File: config.mk
export PLATFORM = sky130hd
export DESIGN_NAME = bcd_conv_seq
export DESIGN_NICKNAME = d
export VERILOG_FILES = /design/src/rtl/bcd_pkg.sv /design/src/rtl/bcd_digit_cell.sv /design/src/rtl/bcd_conv_seq.sv
export SDC_FILE = /design/constraint.sdc
export NUM_CORES = 1
export LEC_CHECK = 0
export BUFFER_PORTS_ARGS = -buffer_cell sky130_fd_sc_hd__buf_2
export CORE_MARGIN = 2
export CORE_UTILIZATION = 60
export CTS_CLUSTER_SIZE = 24
export DETAILED_ROUTE_END_ITERATION = 12
export PLACE_DENSITY = 0.8
export SYNTH_ARGS = -nofsm -noshare
export SYNTH_HDL_FRONTEND = slang
export SYNTH_SLANG_ARGS = --single-unit
export TNS_END_PERCENT = 50
File: constraint.sdc
create_clock -name clk -period 2.65 [get_ports clk]
set_input_delay 0.265 -clock clk [delete_from_list [all_inputs] [get_ports clk]]
set_output_delay 0.265 -clock clk [all_outputs]
set_load 0.02 [all_outputs]
File: src/rtl/bcd_pkg.sv
// rtl/bcd_pkg.sv - shared constants, FSM state type and digit helpers for the binary-to-BCD converter
package bcd_pkg;

    localparam int DIGIT_W    = 4;
    localparam int MAX_DIGITS = 16;

    typedef enum logic [1:0] {
        IDLE,
        LOAD,
        SHIFT,
        FIN
    } state_t;

    function automatic logic [DIGIT_W-1:0] add3(input logic [DIGIT_W-1:0] digit);
        return (digit >= DIGIT_W'(5)) ? digit + DIGIT_W'(3) : digit;
    endfunction

    // Callers zero-extend their packed digits to MAX_DIGITS and truncate the result to their width.
    function automatic logic [MAX_DIGITS-1:0] blank_mask(
        input logic [DIGIT_W*MAX_DIGITS-1:0] bcd,
        input int                            digits
    );
        logic [MAX_DIGITS-1:0] mask;
        logic                  zero_above;
        mask       = '0;
        zero_above = 1'b1;
        for (int i = MAX_DIGITS - 1; i >= 1; i--) begin
            if (i < digits) begin
                zero_above = zero_above & (bcd[DIGIT_W*i +: DIGIT_W] == '0);
                mask[i]    = zero_above;
            end
        end
        return mask;
    endfunction

endpackage

File: src/rtl/bcd_digit_cell.sv
// rtl/bcd_digit_cell.sv - one BCD digit of the shift-add-3 chain with carry-style shift in/out
module bcd_digit_cell
    import bcd_pkg::*;
(
    input  logic               clk,
    input  logic               rst_n,
    input  logic               clear,
    input  logic               shift_en,
    input  logic               shift_in,
    output logic [DIGIT_W-1:0] digit,
    output logic               shift_out
);

    logic [DIGIT_W-1:0] corrected;

    assign corrected = add3(digit);
    assign shift_out = corrected[DIGIT_W-1];

    always_ff @(posedge clk or negedge rst_n) begin
        if (!rst_n) begin
            digit <= '0;
        end else if (clear) begin
            digit <= '0;
        end else if (shift_en) begin
            digit <= {corrected[DIGIT_W-2:0], shift_in};
        end
    end

endmodule

File: src/rtl/bcd_conv_seq.sv
// rtl/bcd_conv_seq.sv - sequential binary-to-BCD converter, one operand bit per clock
module bcd_conv_seq
    import bcd_pkg::*;
#(
    parameter int BIN_W  = 10,
    parameter int DIGITS = 4,
    parameter bit SIGNED = 1'b0
) (
    input  logic                      clk,
    input  logic                      rst_n,
    input  logic                      start,
    input  logic [BIN_W-1:0]          bin,
    output logic                      busy,
    output logic                      done,
    output logic [DIGIT_W*DIGITS-1:0] bcd,
    output logic                      neg,
    output logic                      ovf,
    output logic [DIGITS-1:0]         blank
);

    localparam int CNT_W = $clog2(BIN_W + 1);

    state_t                      state, state_next;
    logic                        accept, load_en, shift_en, fin_en, last_bit;
    logic [CNT_W-1:0]            cnt;
    logic [BIN_W-1:0]            mag, bin_mag;
    logic                        bin_neg, neg_lat, ovf_sticky;
    logic [DIGIT_W*DIGITS-1:0]   work;
    logic [DIGITS:0]             chain;
    logic [DIGIT_W*MAX_DIGITS-1:0] work_ext;

    assign bin_neg  = SIGNED && bin[BIN_W-1];
    assign bin_mag  = bin_neg ? -bin : bin;
    assign last_bit = (cnt == CNT_W'(BIN_W - 1));
    assign chain[0] = mag[BIN_W-1];

    always_ff @(posedge clk or negedge rst_n) begin
        if (!rst_n) begin
            state <= IDLE;
        end else begin
            state <= state_next;
        end
    end

    always_comb begin
        state_next = state;
        busy       = 1'b1;
        accept     = 1'b0;
        load_en    = 1'b0;
        shift_en   = 1'b0;
        fin_en     = 1'b0;
        case (state)
            IDLE: begin
                busy = 1'b0;
                if (start) begin
                    accept     = 1'b1;
                    state_next = LOAD;
                end
            end
            LOAD: begin
                load_en    = 1'b1;
                state_next = SHIFT;
            end
            SHIFT: begin
                shift_en = 1'b1;
                if (last_bit) begin
                    state_next = FIN;
                end
            end
            FIN: begin
                fin_en     = 1'b1;
                state_next = IDLE;
            end
            default: state_next = IDLE;
        endcase
    end

    for (genvar g = 0; g < DIGITS; g++) begin : g_digit
        bcd_digit_cell u_cell (
            .clk       (clk),
            .rst_n     (rst_n),
            .clear     (load_en),
            .shift_en  (shift_en),
            .shift_in  (chain[g]),
            .digit     (work[DIGIT_W*g +: DIGIT_W]),
            .shift_out (chain[g+1])
        );
    end

    always_comb begin
        work_ext                       = '0;
        work_ext[DIGIT_W*DIGITS-1:0]   = work;
    end

    always_ff @(posedge clk or negedge rst_n) begin
        if (!rst_n) begin
            mag        <= '0;
            neg_lat    <= 1'b0;
            cnt        <= '0;
            ovf_sticky <= 1'b0;
            done       <= 1'b0;
            bcd        <= '0;
            neg        <= 1'b0;
            ovf        <= 1'b0;
            blank      <= '0;
        end else begin
            done <= fin_en;
            if (accept) begin
                mag     <= bin_mag;
                neg_lat <= bin_neg;
            end
            if (load_en) begin
                cnt        <= '0;
                ovf_sticky <= 1'b0;
            end
            if (shift_en) begin
                mag        <= mag << 1;
                cnt        <= cnt + 1'b1;
                ovf_sticky <= ovf_sticky | chain[DIGITS];
            end
            if (fin_en) begin
                ovf <= ovf_sticky;
                // A zero magnitude leaves every digit clear with no overflow, so it never reports negative.
                neg <= neg_lat && (ovf_sticky || (work != '0));
                if (ovf_sticky) begin
                    bcd   <= {DIGITS{4'h9}};
                    blank <= '0;
                end else begin
                    bcd   <= work;
                    blank <= DIGITS'(blank_mask(work_ext, DIGITS));
                end
            end
        end
    end

endmodule
==> results.rst <==
.. list-table::
   :header-rows: 1

   * - Metric
     - Value
   * - Run status
     - finished, final reports clean
   * - Number of standard cells in the final layout excluding fillers
     - 353
   * - Power density over the cells
     - 1270 nW/um^2
   * - Min-Delay Path Class
     - input port to async pin
   * - Avg Inst Size Synth
     - 10.3 sq um
   * - Cell Count Post-Placement
     - 345
   * - Final sum of negative setup slack
     - 0 ns
   * - Initial core utilization
     - 62.6%
   * - Data required time at the worst endpoint
     - 2.88 ns
   * - Setup clock skew after layout
     - 0.00847 ns
   * - Die footprint
     - 5130 sq um
   * - CTS Hold Bufs
     - 0
   * - Post-synthesis cell type with the largest combined area
     - sky130_fd_sc_hd__dfrtp_1
   * - Biggest area contributors in the synthesized netlist
     - sky130_fd_sc_hd__dfrtp_1 (49%), sky130_fd_sc_hd__ha_1 (8.2%), sky130_fd_sc_hd__mux2i_1 (4.0%), sky130_fd_sc_hd__a21oi_1 (3.3%), sky130_fd_sc_hd__o21ai_0 (3.3%)
   * - DR iter-0 viols
     - 192
   * - Worst setup EP type
     - register
   * - Headroom to the max-slew limit
     - 38.5%
   * - Port Buffer Count
     - 34
   * - DR WL/cell
     - 14.5 um
   * - Total routing usage reported by global routing
     - 21.8%
   * - Number of standard-cell rows in the floorplan
     - 24
   * - Sinks on the clock net
     - 54
   * - Resized cells post-CTS
     - 0
   * - First-pass GRT wire length
     - 8.65 mm
   * - Share of layout cells above drive strength 1
     - 21.3%
   * - Number of synthesized flops with an enable pin
     - 0
   * - Post-synth cell types
     - 41
   * - Later-pin clock latency in the skew report
     - 0.31 ns
   * - Commonest cells in the synthesized netlist
     - sky130_fd_sc_hd__dfrtp_1 (54), sky130_fd_sc_hd__inv_1 (22), sky130_fd_sc_hd__nand2_1 (21)
   * - Cell with the most instances after synthesis
     - sky130_fd_sc_hd__dfrtp_1
   * - Max Cap Viol
     - 0
   * - Cell count after synthesis
     - 267
   * - Total of flip-flops plus latches after synthesis
     - 54
   * - Total core area
     - 4380 sq um
   * - Detailed-routing iteration count for the pre-antenna-repair pass
     - 4
   * - Global route overflow
     - 0
   * - Count of antenna diodes in the layout
     - 0
   * - Async set-reset flop share out of synthesis
     - 100%
   * - Count of unresolved DRC violations after routing
     - 0
   * - Worst setup path class
     - register to register
   * - Final period utilization
     - 71.0%
   * - Arrival time of data at the critical path endpoint
     - 2.12 ns
   * - F_max
     - 531 MHz
   * - Detailed-placement wirelength estimate
     - 3.59 mm
   * - Largest vdd supply drop
     - 0.687 mV
   * - Fill cells
     - 366
   * - Final critical delay including setup and external delays
     - 1.88 ns
   * - Number of buffers inserted during clock tree synthesis
     - 5
   * - Vertical extent of the die
     - 71.6 um
   * - Initial antenna violation count
     - 0
   * - Largest net degree at the start of global routing
     - 42
   * - Final count of negative-setup-slack endpoints
     - 0
   * - Worst Max-Slew Pin Slew
     - 0.922 ns
   * - Via count of the first global-routing pass
     - 1826
   * - TritonCTS clock tree
     - done
   * - Total number of vias
     - 1953
   * - Total number of nets in the final design
     - 331
   * - Die extent in x
     - 71.6 um
   * - Leakage component of the power
     - 1.48 nW
   * - Critical path startpoint category
     - register
   * - Per-cell via count in the routed design
     - 5.53
   * - Count of synthesis-stage warnings from yosys
     - 0
   * - DRT Wirelength
     - 5.10 mm
   * - Register area
     - 1350 sq um
   * - Synthesis-to-layout area growth
     - 9.90%
   * - H-Tree Level Count
     - 2
   * - Sequential cell area fraction in the yosys report
     - 49.2%
   * - Area used by multi-input combinational logic
     - 1220 sq um
   * - Reg2Reg Setup Slack
     - 0.77 ns
   * - Top-level I/O count
     - 37
   * - Number of failing hold endpoints at the final stage
     - 0
   * - CTS Buffer Depth
     - 2
   * - Most used flip-flop cell after synthesis
     - sky130_fd_sc_hd__dfrtp_1
   * - Setup repair after global routing missed its margin
     - no
   * - Final Max Slew Viols
     - 0
   * - Master cell of the clock root buffer
     - sky130_fd_sc_hd__clkbuf_8
   * - Post-Synthesis Cell Area
     - 2740 sq um
   * - CP Max Fanout
     - 17
   * - GPL Wtd Cong
     - 0.807
   * - Yosys top cell area share
     - 49.2%
   * - Clock transition at the register clock pins on the worst setup and hold paths after CTS
     - 0.09 ns
   * - Post-CTS Repair Setup Buffers
     - 0
   * - Final antenna-violating net count
     - 0
report_power, final:
part	switching, W	internal (W)
clock network	0.000255	0.000211
logic	0.00118	0.000771
registers	0.000253	0.00116
per-stage QoR:
stage | power [W] | hold slack (ns) | worst slack (ns) | util (%) | area (sq um)
3_5_place_dp | 0.00338 | 0.447 | 0.781 | 66.7 | 2920
3_3_place_gp | 0.00330 | 0.443 | 0.863 | 66.7 | 2920
5_1_grt | 0.00417 | 0.160 | 0.601 | 68.8 | 3020
6_report | 0.00383 | 0.0855 | 0.768 | 68.8 | 3020
2_1_floorplan | 0.00295 | -0.0306 | 1.22 | - | 2750
4_1_cts | 0.00386 | 0.108 | 0.758 | 68.8 | 3020
layout make-up:
type / instances / area share, %
tap: 52 / 2.16
clock inverter: 1 / 0.166
multi-input combinational: 177 / 40.4
clock buffer: 7 / 2.86
timing repair buffer: 38 / 6.64
inverter: 24 / 2.99
sequential: 54 / 44.8
metal layers:
layer	GRT usage, %	share of wire, %	vias to the layer above
met5	0	0	-
met4	7.76	1.8	0
met3	4.92	4.7	10
met2	34.2	46	59
met1	30.2	47	905
li1	-	-	979
registers in the layout (all words and copies together) (netlist names):
name	cells
bcd	16
blank	3
cnt	4
done	1
g_digit.u_cell.digit	16
mag	10
ovf	1
ovf_sticky	1
state	2
cells in the final DEF (no fill, tap or decap), types with 6 or more instances in the layout:
master	instances
sky130_fd_sc_hd__nand2_1	21
sky130_fd_sc_hd__nand3b_1	6
sky130_fd_sc_hd__nand2b_1	8
sky130_fd_sc_hd__clkbuf_8	6
sky130_fd_sc_hd__nor2_1	18
sky130_fd_sc_hd__o22ai_1	9
sky130_fd_sc_hd__mux2i_1	11
sky130_fd_sc_hd__nand3_1	6
sky130_fd_sc_hd__inv_1	22
sky130_fd_sc_hd__dfrtp_1	54
sky130_fd_sc_hd__a22o_2	6
sky130_fd_sc_hd__a21oi_1	18
sky130_fd_sc_hd__ha_1	18
sky130_fd_sc_hd__buf_2	34
sky130_fd_sc_hd__o21ai_0	18
critical path, stage by stage, from the launching register on:
cell,delay [ns]
sky130_fd_sc_hd__dfrtp_1,0.41
sky130_fd_sc_hd__inv_1,0.10
sky130_fd_sc_hd__ha_1,0.65
sky130_fd_sc_hd__inv_2,0.21
sky130_fd_sc_hd__or3_1,0.37
sky130_fd_sc_hd__o21ai_2,0.07
path summary, 6_finish.rpt:
kind | start | to | cells past startpoint
worst max-delay path | state[0] | cnt[1] | 5
worst min-delay path | rst_n | ovf | 1
min in group clk | bin[0] | mag[0] | 3
worst min register to register | mag[1] | mag[2] | 2
max in group asynchronous | rst_n | g_digit[0].u_cell.digit[1] | 2
worst max register to register | state[0] | cnt[1] | 5
logic make-up (layout without fill, tap and decap cells):
group / count (synthesis) / count (layout) / synth area share (%)
XOR/XNOR: 5 / 5 / 1.60
AND/OR/NAND/NOR: 66 / 66 / 11.9
flip-flops: 54 / 54 / 49.2
multiplexers: 15 / 15 / 5.65
other: 1 / 2 / 0.137
buffers and inverters: 37 / 70 / 6.52
AO/OA/AOI/OAI: 71 / 71 / 16.7
adder cells (fa/ha/maj): 18 / 18 / 8.21
No activity file was read; power rests on OpenSTA's default activity.
